==> src/rtl/wb_arbiter2.sv <==
// Two-master, one-slave classic Wishbone arbiter. Round-robin grant held for a whole
// cyc period, with a watchdog that turns a silent slave into an error response.
module wb_arbiter2 #(
  parameter int adr_width = 32,
  parameter int dat_width = 32,
  parameter int timeout   = 255
) (
  input  logic                   clk,
  input  logic                   rst,

  input  logic                   m0_cyc,
  input  logic                   m0_stb,
  input  logic                   m0_we,
  input  logic [adr_width-1:0]   m0_adr,
  input  logic [dat_width/8-1:0] m0_sel,
  input  logic [dat_width-1:0]   m0_dat_w,
  output logic [dat_width-1:0]   m0_dat_r,
  output logic                   m0_ack,
  output logic                   m0_err,

  input  logic                   m1_cyc,
  input  logic                   m1_stb,
  input  logic                   m1_we,
  input  logic [adr_width-1:0]   m1_adr,
  input  logic [dat_width/8-1:0] m1_sel,
  input  logic [dat_width-1:0]   m1_dat_w,
  output logic [dat_width-1:0]   m1_dat_r,
  output logic                   m1_ack,
  output logic                   m1_err,

  output logic                   s_cyc,
  output logic                   s_stb,
  output logic                   s_we,
  output logic [adr_width-1:0]   s_adr,
  output logic [dat_width/8-1:0] s_sel,
  output logic [dat_width-1:0]   s_dat_w,
  input  logic [dat_width-1:0]   s_dat_r,
  input  logic                   s_ack,
  input  logic                   s_err,

  output logic [1:0]             gnt
);

  localparam int          sel_width = dat_width / 8;
  localparam logic [15:0] tmo_limit = 16'(timeout);

  typedef enum logic [1:0] {
    IDLE = 2'd0,
    GNT0 = 2'd1,
    GNT1 = 2'd2
  } state_e;

  state_e      state_q, state_d;
  logic        last_q, last_d;
  logic [15:0] cnt_q, cnt_d;

  logic                 own_cyc;
  logic                 own_stb;
  logic                 own_we;
  logic [adr_width-1:0] own_adr;
  logic [sel_width-1:0] own_sel;
  logic [dat_width-1:0] own_dat_w;
  logic                 granted;
  logic                 tmo;

  // NOTE: sequential state uses non-blocking assignments only, so every flop samples
  // the pre-edge values of its inputs regardless of process evaluation order.
  always_ff @(posedge clk or negedge rst) begin
    if (!rst) begin
      state_q <= IDLE;
      last_q  <= 1'b1;
      cnt_q   <= '0;
    end else begin
      state_q <= state_d;
      last_q  <= last_d;
      cnt_q   <= cnt_d;
    end
  end

  // NOTE: every always_comb output gets a default before the case, so no path
  // leaves a signal unassigned and no latch is inferred.
  always_comb begin
    state_d = state_q;
    last_d  = last_q;
    case (state_q)
      IDLE: begin
        if (m0_cyc && m1_cyc) begin
          state_d = last_q ? GNT0 : GNT1;
        end else if (m0_cyc) begin
          state_d = GNT0;
        end else if (m1_cyc) begin
          state_d = GNT1;
        end
      end
      GNT0: begin
        if (!m0_cyc) begin
          last_d  = 1'b0;
          state_d = m1_cyc ? GNT1 : IDLE;
        end
      end
      GNT1: begin
        if (!m1_cyc) begin
          last_d  = 1'b1;
          state_d = m0_cyc ? GNT0 : IDLE;
        end
      end
      default: state_d = IDLE;
    endcase
  end

  // Select the owning master's request; IDLE presents an all-zero request.
  always_comb begin
    own_cyc   = 1'b0;
    own_stb   = 1'b0;
    own_we    = 1'b0;
    own_adr   = '0;
    own_sel   = '0;
    own_dat_w = '0;
    granted   = 1'b0;
    case (state_q)
      GNT0: begin
        own_cyc   = m0_cyc;
        own_stb   = m0_stb;
        own_we    = m0_we;
        own_adr   = m0_adr;
        own_sel   = m0_sel;
        own_dat_w = m0_dat_w;
        granted   = 1'b1;
      end
      GNT1: begin
        own_cyc   = m1_cyc;
        own_stb   = m1_stb;
        own_we    = m1_we;
        own_adr   = m1_adr;
        own_sel   = m1_sel;
        own_dat_w = m1_dat_w;
        granted   = 1'b1;
      end
      default: ;
    endcase
  end

  // A real slave response in the limit cycle wins; the watchdog stays silent then.
  assign tmo = granted && own_cyc && own_stb && (cnt_q == tmo_limit) && !s_ack && !s_err;

  assign s_cyc   = own_cyc;
  assign s_stb   = own_stb && !tmo;
  assign s_we    = own_we;
  assign s_adr   = own_adr;
  assign s_sel   = own_sel;
  assign s_dat_w = own_dat_w;

  assign m0_dat_r = s_dat_r;
  assign m1_dat_r = s_dat_r;
  assign m0_ack   = (state_q == GNT0) && s_ack;
  assign m1_ack   = (state_q == GNT1) && s_ack;
  assign m0_err   = (state_q == GNT0) && (s_err || tmo);
  assign m1_err   = (state_q == GNT1) && (s_err || tmo);

  assign gnt = {state_q == GNT1, state_q == GNT0};

  // The forced s_stb=0 in the timeout cycle also clears the counter.
  always_comb begin
    cnt_d = cnt_q;
    if ((state_d != state_q) || s_ack || s_err || !s_stb) begin
      cnt_d = '0;
    end else if (s_cyc) begin
      cnt_d = cnt_q + 16'd1;
    end
  end

endmodule
==> config.mk <==
export PLATFORM = sky130hd
export DESIGN_NAME = wb_arbiter2
export DESIGN_NICKNAME = d
export VERILOG_FILES = /design/src/rtl/wb_arbiter2.sv
export SDC_FILE = /design/constraint.sdc
export NUM_CORES = 1
export LEC_CHECK = 0
export CORE_AREA = 4 4 120 122
export CTS_BUF_LIST = sky130_fd_sc_hd__clkbuf_4 sky130_fd_sc_hd__clkbuf_8 sky130_fd_sc_hd__clkbuf_16
export DETAILED_ROUTE_END_ITERATION = 10
export DIE_AREA = 0 0 124 126
export GPL_ROUTABILITY_DRIVEN = 0
export MAX_ROUTING_LAYER = met4
export PLACE_DENSITY_LB_ADDON = 0.1
export SLEW_MARGIN = 25
export SYNTH_ARGS = -nofsm -noshare
export SYNTH_HDL_FRONTEND = slang
export SYNTH_SLANG_ARGS = --single-unit
==> constraint.sdc <==
create_clock -name clk -period 2.08 [get_ports clk]
set_input_delay 0.312 -clock clk [delete_from_list [all_inputs] [get_ports clk]]
set_output_delay 0.312 -clock clk [all_outputs]
set_load 0.1 [all_outputs]
==> impl_metrics.yaml <==
synthesis:
  ys_ff_latch: 19
  synthSimpleGateAreaFrac: 0.277
  ys_warn_count: 0
  synth-edff-count: 0
  synth.area.mux_share: 0.00362
  synthAdderAreaFrac: 0.0271
  synthCells: 362
  synth.top_cell.area_share: 0.187
  synthFlopType: "dfrtp_1"
  synthArstFlopShare: 1.00
  synth_cell_types: 41
  synth_top_family_by_area: "simple AND/OR/NAND/NOR gates"
  synth.area.top_cells: "a22oi_1 (19%), buf_4 (18%), dfrtp_1 (16%), nor2b_1 (16%), nor2_1 (3.4%)"
  synth_nets: 546
  synth_compound_area_frac: 0.251
  synthXorXnorAreaFrac: 0.0475
  seq_area_frac_synth: 0.172
  yosysMostFrequentCell: "nor2b_1"
  netlist_area_um2: 2770
  synthTopCellsByCount: "nor2b_1 (70), a22oi_1 (69), buf_4 (66)"
  yosysTopAreaCell: "a22oi_1"
  syn_area_per_cell_um2: 7.64
setup_path:
  end_kind: "primary output"
  slowest_delay_ns: 0.39
  worstSetupPathType: "register to primary output"
  path_max_fanout: 5
  slowest_stage: "dfrtp_1"
  path_cells: "buf_4 -> buf_6 -> ha_4 -> a22oi_2 -> nor4_4 -> buf_4 -> a31oi_4 -> buf_12"
  critPathTopFamily: "buffers and inverters"
  crit_path_frequent_cell: "buf_4"
  required_ns: 1.77
  worst-path-buf-inv: 4
  cp-start-kind: "register"
  arrival_ns: 1.99
global_routing:
  grt_usage: 0.203
  first_global_vias: 3612
  grt_pass1_wl_um: 23400
  antenna_found_initial: 2
  grt_max_degree: 28
  grt_overflow_total: 0
min_path:
  hold_class: "primary input to asynchronous set/reset pin"
floorplanning:
  rows: 42
  die_h_um: 126
  initial_core_util: 0.210
  num_io_pins: 319
  fp.dieW_um: 124
  die_area_um2: 15600
  core_area_um2: 13200
timing:
  worst_pin_slew_ns: 0.470
  hold_viol: 0
  setup_ws_ns: -0.218
  skew_ns: 0.00141
  finalMaxSlewViolations: 0
  fmax_ghz: 0.435
  finalCriticalPeriod_ns: 2.30
  setup_viol: 83
  slew_headroom: 0.684
  fin_setup_tns_ns: -6.25
  finalCritPeriodShare: 1.10
  rsz0062_at_grt: "yes"
  whs_ns: 0.394
clocking:
  cts_buffers: 3
  clk_pin_slew_ns: 0.05
  cts_tree: "yes"
  clockRootBuffer: "clkbuf_16"
  cts_max_level: 1
  worstSkewPairLatency_ns: 0.25
  cts_sinks: 19
  max-clock-path-buffers: 2
power_and_ir_drop:
  power.leakage_nw: 2.81
  peakVddDrop_v: 0.000526
  fin_total_pwr_mw: 11.1
  power_density_nw_per_um2: 1440
cells_and_area:
  syn2layout_area_growth_pct: 178
  nets: 757
  layout-drive-gt1-share: 0.603
  layout.cell_area.non_filler_um2: 7690
routing:
  wirelength_um: 16900
  avgViaCountPerCell: 4.70
  drtIter0Drc: 114
  drtAntennaViolNets: 0
  vias: 3525
  drc: 0
  routedWlPerCell_um: 22.5
  dr.pass1.iters: 4
placed_design:
  io_buffers: 222
  dp_hpwl_um: 11700
  dp_slack_ns: -0.209
  placed_area_um2: 6280
outcome:
  status: "finished with violations"
  violations: "setup timing"
flow_run:
  max-cap-violations: 0
## placed cells by master, fill, tap and decap left out, drive strengths merged, types with 2 or more instances in the layout
| master | Yosys | routed |
|---|---|---|
| nor3 | 3 | 3 |
| diode | 0 | 2 |
| nand3 | 12 | 12 |
| xor2 | 10 | 10 |
| nand2 | 6 | 6 |
| dlymetal6s2s | 0 | 2 |
| nor4 | 4 | 4 |
| xnor2 | 5 | 5 |
| nor2 | 25 | 25 |
| a2111oi | 2 | 2 |
| a21oi | 6 | 6 |
| and2 | 3 | 3 |
| clkdlybuf4s50 | 0 | 143 |
| buf | 71 | 150 |
| and3 | 2 | 2 |
| dfrtp | 18 | 18 |
| nor2b | 70 | 70 |
| a22oi | 70 | 70 |
| o21ai | 2 | 2 |
| o21a | 2 | 2 |
| clkbuf | 21 | 6 |
| a22o | 2 | 2 |
| nand2b | 4 | 4 |
| nand4 | 2 | 2 |
| inv | 4 | 4 |
| ha | 6 | 6 |
| a211oi | 2 | 2 |
## what timing repair did
action,CTS,global route
endpoints found under the setup margin,72,90
cloned,10,4
setup buffers,13,19
hold buffers,0,0
pin swaps,23,67
resized for setup,107,79
## report_power, final
group / total, mW / switching, mW / leakage [nW] / internal [mW]
registers: 0.435 / 0.0319 / 0.257 / 0.403
clock network: 0.391 / 0.134 / 0.0409 / 0.257
logic: 10.2 / 5.62 / 2.52 / 4.62
## per-layer routing
layer,vias to the layer above,routed length [um],GRT usage,part of all wire
li1,1644,-,-,-
met1,1710,6180,0.230,0.37
met2,161,9030,0.360,0.54
met3,10,1430,0.0556,0.085
met4,0,218,0.0303,0.013
met5,-,0,-,0
## path summary, 6_finish.rpt
kind / cells past startpoint / slack, ns / from / to
max: 8 / -0.22 / state_q[0]$_DFF_PN0_ / s_stb
max reg2reg: 11 / -0.06 / state_q[0]$_DFF_PN0_ / cnt_q[1]$_DFFE_PN0P_
max in group asynchronous: 2 / 1.42 / rst / last_q$_DFFE_PN1P_
min in group clk: 2 / 0.55 / last_q$_DFFE_PN1P_ / last_q$_DFFE_PN1P_
min: 2 / 0.39 / rst / cnt_q[11]$_DFFE_PN0P_
min reg2reg: 2 / 0.55 / last_q$_DFFE_PN1P_ / last_q$_DFFE_PN1P_
## state kept, by name (all words and copies together) (netlist names)
| signal | count |
|---|---|
| last_q | 1 |
| cnt_q | 16 |
| state_q | 2 |
## logic make-up after synthesis
group,count (synthesis)
buffers and inverters,96
AOI/OAI and AO/OA,92
and+or+nand+nor,133
xor gates and xnor gates,15
adders and majority gates,6
DFF,19
muxes,1
## through the flow
stage                     instances  utilization
after floorplan                 362            -
after global placement          705        0.476
after detailed placement        705        0.476
after CTS                       732        0.547
after global routing            750        0.583
final                           750        0.583
## area by class of cell
cell class | count | area [um^2]
repair buffers | 298 | 4040
flip-flops and latches | 19 | 479
clock inverters | 1 | 5.00
inverters | 4 | 17.5
clock buffers | 3 | 75.1
diodes | 2 | 5.00
well taps | 176 | 220
fillers | 1069 | 5500
multi-input cells | 247 | 2850
No activity file was read; power rests on OpenSTA's default activity.
